## src/rtl/punch_column_encoder_pkg.sv

```systemverilog
// Shared types and row-code helpers for the punch column encoder.
// Rows use IBM 1-origin numbering; row1 maps to the MSB of the 12-bit image.
package punch_column_encoder_pkg;

  typedef enum logic [1:0] {
    ST_ACCUM = 2'd0,
    ST_FIRE  = 2'd1,
    ST_REST  = 2'd2
  } state_t;

  localparam int          COL_W    = 12;
  localparam logic [3:0]  ROW_NONE = 4'd0;
  localparam logic [3:0]  ROW_MAX  = 4'd12;

  // Bit position of row k within the column image.
  function automatic logic [3:0] row_bit(input logic [3:0] k);
    return 4'(ROW_MAX - k);
  endfunction

endpackage

```

## src/rtl/punch_column_encoder_row_decode12.sv

```systemverilog
// Combinational row code to one-hot column bit, with a validity flag.
// Codes 0..12 are valid; 0 yields an empty column.
module row_decode12
  import punch_column_encoder_pkg::*;
(
  input  logic [3:0]       code,
  output logic [COL_W-1:0] onehot,
  output logic             valid
);

  always_comb begin
    onehot = '0;
    valid  = (code <= ROW_MAX);
    if ((code != ROW_NONE) && (code <= ROW_MAX)) begin
      onehot[row_bit(code)] = 1'b1;
    end
  end

endmodule

```

## src/rtl/punch_column_encoder.sv

```systemverilog
// Accumulates row codes into a column image and pulses it onto the punch
// magnets for PULSE cycles, followed by a GAP-cycle recovery interval.
module punch_column_encoder
  import punch_column_encoder_pkg::*;
#(
  parameter int PULSE = 8,
  parameter int GAP   = 4
) (
  input  logic             i_clk,
  input  logic             i_reset_n,
  input  logic [3:0]       i_code,
  input  logic             i_last,
  input  logic             i_valid,
  output logic             o_ready,
  output logic [COL_W-1:0] o_col,
  output logic             o_fire,
  output logic             o_busy,
  output logic             o_err
);

  localparam logic [7:0] PULSE_LD = 8'(PULSE - 1);
  localparam logic [7:0] GAP_LD   = 8'((GAP > 0) ? (GAP - 1) : 0);

  state_t           state, state_nxt;
  logic [7:0]       cnt, cnt_nxt;
  logic [COL_W-1:0] image;
  logic [COL_W-1:0] dec_onehot;
  logic             dec_valid;
  logic             first_beat;
  logic             accept;

  row_decode12 u_decode (
    .code   (i_code),
    .onehot (dec_onehot),
    .valid  (dec_valid)
  );

  assign accept = i_valid && (state == ST_ACCUM);

  always_comb begin
    state_nxt = state;
    cnt_nxt   = cnt;
    case (state)
      ST_ACCUM: begin
        if (accept && i_last) begin
          state_nxt = ST_FIRE;
          cnt_nxt   = PULSE_LD;
        end
      end
      ST_FIRE: begin
        if (cnt == 8'd0) begin
          state_nxt = (GAP == 0) ? ST_ACCUM : ST_REST;
          cnt_nxt   = GAP_LD;
        end else begin
          cnt_nxt = cnt - 8'd1;
        end
      end
      ST_REST: begin
        if (cnt == 8'd0) begin
          state_nxt = ST_ACCUM;
          cnt_nxt   = 8'd0;
        end else begin
          cnt_nxt = cnt - 8'd1;
        end
      end
      default: begin
        state_nxt = ST_ACCUM;
        cnt_nxt   = 8'd0;
      end
    endcase
  end

  always_ff @(posedge i_clk or negedge i_reset_n) begin
    if (!i_reset_n) begin
      state <= ST_ACCUM;
      cnt   <= 8'd0;
    end else begin
      state <= state_nxt;
      cnt   <= cnt_nxt;
    end
  end

  // Image is wiped on the way back into ACCUM so no residue reaches the next column.
  always_ff @(posedge i_clk or negedge i_reset_n) begin
    if (!i_reset_n) begin
      image <= '0;
    end else if ((state != ST_ACCUM) && (state_nxt == ST_ACCUM)) begin
      image <= '0;
    end else if (accept) begin
      image <= image | dec_onehot;
    end
  end

  // The error flag survives FIRE/REST and is replaced by the next column's first beat.
  always_ff @(posedge i_clk or negedge i_reset_n) begin
    if (!i_reset_n) begin
      o_err      <= 1'b0;
      first_beat <= 1'b1;
    end else if (accept) begin
      o_err      <= first_beat ? !dec_valid : (o_err || !dec_valid);
      first_beat <= i_last;
    end
  end

  assign o_ready = (state == ST_ACCUM);
  assign o_fire  = (state == ST_FIRE);
  assign o_busy  = (state != ST_ACCUM);
  assign o_col   = o_fire ? image : '0;

endmodule

```

## config.mk

```make
export PLATFORM = sky130hd
export DESIGN_NAME = punch_column_encoder
export DESIGN_NICKNAME = d
export VERILOG_FILES = /design/src/rtl/punch_column_encoder_pkg.sv /design/src/rtl/punch_column_encoder_row_decode12.sv /design/src/rtl/punch_column_encoder.sv
export SDC_FILE = /design/constraint.sdc
export NUM_CORES = 1
export LEC_CHECK = 0
export CORE_ASPECT_RATIO = 0.7
export CORE_UTILIZATION = 30
export CTS_CLUSTER_SIZE = 24
export DETAILED_ROUTE_END_ITERATION = 7
export PLACE_DENSITY = 0.56
export SLEW_MARGIN = 20
export SYNTH_ARGS = -nofsm -noshare
export SYNTH_HDL_FRONTEND = slang
export SYNTH_SLANG_ARGS = --single-unit
```

## constraint.sdc

```tcl
create_clock -name i_clk -period 2.2 [get_ports i_clk]
set_clock_uncertainty 0.1 [all_clocks]
set_input_delay 0.44 -clock i_clk [delete_from_list [all_inputs] [get_ports i_clk]]
set_output_delay 0.44 -clock i_clk [all_outputs]
set_load 0.005 [all_outputs]
```

==> impl_results.md <==
* Maximum resistive drop on vdd at 0.445 mV
* Footprint of the flip-flops and latches at 602 µm²
* Final setup violation count at 0
* Total number of vias at 1,146
* Root Driver: sky130_fd_sc_hd__clkbuf_8
* Power density of the placed cells at 1280 nW/µm²
* Share of post-route cells with drive strength above 1 at 0.163
* Tightest slew margin relative to the limit at 0.639
* Remaining global-route overflow at 0
* Share of synthesized flip-flops with an asynchronous set or reset at 1.00
* Effective utilization at floorplan at 0.325
* Die span in y at 57.6 µm
* Area of all placed cells without fillers at 1750 µm²
* Post-synth net total at 149
* Average via count per standard cell at 5.12
* Sum of net half-perimeters after detailed placement at 2330 µm
* Port buffer count at 23
* Top area cells in the synthesized netlist: sky130_fd_sc_hd__dfrtp_1 (44%), sky130_fd_sc_hd__and2_1 (5.7%), sky130_fd_sc_hd__a21oi_1 (4.9%), sky130_fd_sc_hd__nor2_1 (4.0%), sky130_fd_sc_hd__nand2_1 (3.7%)
* RSZ-0062 raised after global routing: no
* Number of max-capacitance violations reported at 0
* Sum of routed wire length over all layers at 3290 µm
* Largest family of logic cells by synthesized area: simple AND/OR/NAND/NOR gates
* Drt wl/cell at 14.7 µm
* Kind of cell adding the most delay to the critical path: buffers and inverters
* Number of warning messages in the yosys log at 0
* Startpoint of the worst-slack reg-to-reg timing path: cnt[0]$_DFFE_PN0P_
* Instance area at placement at 1630 µm²
* Maximum clock insertion buffer count at 2
* Post-route antenna net violation count at 0
* Synth unique cells at 44
* First-pass GRT wire length at 5090 µm
* Clock Sink Count at 24
* Number of buffer and inverter stages on the critical path at 3
* Count of endpoints failing hold in the final timing report at 0
* Commonest non-fill, non-tap cell in the layout: sky130_fd_sc_hd__dfrtp_1
* Synthesis-stage register bit count at 24
* Number of cells produced by synthesis at 139
* Multi-input logic area at 684 µm²
* Reg2Reg Depth at 6
* Cells along the critical path: nor2b_4 > buf_6 > buf_4 > clkdlybuf4s50_1
* Slew Limit Fails at 0
* Maximum number of pins on one net before global-route repair at 25
* Placeable core area at 4070 µm²
* Top-level port count at 24
* Routability congestion estimate at 0.819
* Biggest area consumer among synthesized cells: sky130_fd_sc_hd__dfrtp_1
* Static leakage power at 0.903 nW
* H-tree levels at 1
* Latest clock arrival within the worst-skew pair at 0.27 ns
* Post-Synthesis Mean Instance Area at 9.51 µm²
* Die Footprint at 4680 µm²
* Setup_tns at 0 ns
* Number of flops mapped to enable cells by yosys at 0
* Clock buffer count from CTS at 3
* Detailed router's first-iteration violation count at 62
* Commonest cells after routing, fill and taps aside: sky130_fd_sc_hd__dfrtp_1 (23), sky130_fd_sc_hd__nor2_1 (14), sky130_fd_sc_hd__nand2_1 (13), sky130_fd_sc_hd__a21oi_1 (13), sky130_fd_sc_hd__and2_1 (12)
* Post-CTS clock slew at the launch and capture registers of the worst setup and hold paths at 0.09 ns
* Proportion of netlist area held by the largest area contributor at 0.435
* Start point of the worst min-delay path: first_beat$_DFFE_PN1N_
* Post-layout net count at 183
* Share of the yosys chip area belonging to registers at 0.455
* Max stage delay cell, worst path: sky130_fd_sc_hd__clkdlybuf4s50_1
* Arithmetic-cell share of the synthesized area counting full adders, half adders and majority gates at 0.0189
* Layout area overhead at 32.1%
* Final worst-path cycle share at 0.965
* Maximum clock frequency at 0.471 GHz
* # fillers at 389
* R2R Setup Slk at 0.36 ns
* Kind of start point of the critical path: flop
* Number of antenna violations at the first check in global routing at 0
* Fraction of the mapped netlist area in compound gates at 0.202
* Netlist area before placement at 1320 µm²
* Primary FF master, synth: sky130_fd_sc_hd__dfrtp_1
* Minimum period implied by the final worst setup slack at 2.12 ns
* CP endpoint kind: output pin
* Pre-antenna DRT Iters at 4
* Global Route Usage Sum at 0.147
* CP Data Arrival Time at 1.58 ns
* Count of unresolved DRC violations after routing at 0
* Transition time of the tightest slew-check pin at 0.536 ns
* Endpoint of the worst hold-timing path: first_beat$_DFFE_PN1N_
* Die width at 81.4 µm
* RR Endpoint: image[11]$_DFFE_PN0P_
* Result of the run: completed
* Post-synthesis simple-gate area fraction at 0.284
* Std-Cell Rows at 19
* Worst Hold Depth at 2
* Clock tree from TritonCTS: done
* Category of the most critical setup path: flop to output pin
* Number of antenna cells inserted at 0
* Mux cell area share after synthesis at 0
* Max stage delay on crit path at 0.48 ns
* Kind of path behind the tightest hold check: flop to flop
* XOR/XNOR Fraction of Synth Area at 0.00662
* Largest fanout on the critical path at 5
* Number of global-route vias before repair at 1,105
* Endpoint required time on the critical path at 1.66 ns
==> synthesized netlist by cell type, types with 2 or more instances <==
cell                       instances
sky130_fd_sc_hd__buf_2             2
sky130_fd_sc_hd__o21ai_0           5
sky130_fd_sc_hd__and2_1           12
sky130_fd_sc_hd__a21oi_1          13
sky130_fd_sc_hd__a31oi_1           6
sky130_fd_sc_hd__nand2b_1          2
sky130_fd_sc_hd__nor2_1           14
sky130_fd_sc_hd__o21a_1            2
sky130_fd_sc_hd__nor3_1            3
sky130_fd_sc_hd__nor3b_2           3
sky130_fd_sc_hd__nand2_1          13
sky130_fd_sc_hd__inv_1             5
sky130_fd_sc_hd__ha_1              2
sky130_fd_sc_hd__o21ai_1           2
sky130_fd_sc_hd__nor2b_1           3
sky130_fd_sc_hd__or3_1             2
sky130_fd_sc_hd__dfrtp_1          23
==> worst reg2reg max path, cell delays in order, from the launching register on <==
cell                      delay [ns]
sky130_fd_sc_hd__dfrtp_1        0.43
sky130_fd_sc_hd__inv_1          0.10
sky130_fd_sc_hd__ha_1           0.15
sky130_fd_sc_hd__nor4b_4        0.32
sky130_fd_sc_hd__and2_2         0.25
sky130_fd_sc_hd__o21a_2         0.29
sky130_fd_sc_hd__nor2_1         0.09
==> routing by layer <==
metal	GRT usage	up-vias	wire [µm]
li1	-	564	-
met5	0	-	0
met3	0.0384	2	138
met2	0.230	24	1500
met4	0.0408	0	27
met1	0.199	556	1620
==> final cells by class <==
| class | count | area share |
|---|---|---|
| timing repair buffer | 33 | 0.190 |
| multi-input combinational | 106 | 0.392 |
| clock buffer | 4 | 0.0258 |
| tap | 52 | 0.0372 |
| sequential | 24 | 0.345 |
| inverter | 5 | 0.0107 |
==> metrics by stage <==
stage               std cells  hold slack, ns  utilization  setup slack, ns  power (mW)
floorplan                 139          0.0444            -            0.578        1.42
global route              224           0.390        0.430          0.00816        2.43
global placement          215           0.351        0.401            0.217        1.88
detailed placement        215           0.359        0.401            0.140        1.92
CTS                       219           0.373        0.411          0.00189        2.18
finish                    224           0.368        0.430           0.0777        2.24
==> registers in the layout, indices dropped and copies added, names as in the netlist <==
| register | count |
|---|---|
| state | 2 |
| first_beat | 1 |
| image | 12 |
| cnt | 8 |
| o_err | 1 |
==> cell families (layout without fill, tap and decap cells) <==
group	Yosys count	count (layout)
flops	24	24
buf+inv	9	42
simple gates	62	62
compound gates	41	41
xor+xnor	1	1
fa+ha+maj	2	2
==> worst max path at each step <==
stage | from | end | slack (ns) | depth (start not counted)
6_report | state[1]$_DFF_PN0_ | o_fire | 0.08 | 4
5_1_grt | state[1]$_DFF_PN0_ | o_fire | 0.008 | 4
4_1_cts | state[1]$_DFF_PN0_ | o_col[7] | 0.002 | 4
3_5_place_dp | i_valid | image[7]$_DFFE_PN0P_ | 0.14 | 5
3_3_place_gp | i_valid | image[10]$_DFFE_PN0P_ | 0.22 | 5
2_1_floorplan | cnt[0]$_DFFE_PN0P_ | image[0]$_DFFE_PN0P_ | 0.58 | 7
==> repair_timing <==
item / 4_1_cts / 5_1_grt
buffers inserted: 0 / 4
cloned: 0 / 1
gates resized for setup: 3 / 15
hold buffers: 0 / 0
setup endpoints to repair: 3 / 9
==> power breakdown <==
part / switching, mW / total (mW) / internal (mW)
sequential: 0.166 / 0.810 / 0.643
combinational: 0.527 / 1.16 / 0.636
clock: 0.141 / 0.271 / 0.129
(Power assumes the default switching activity.)
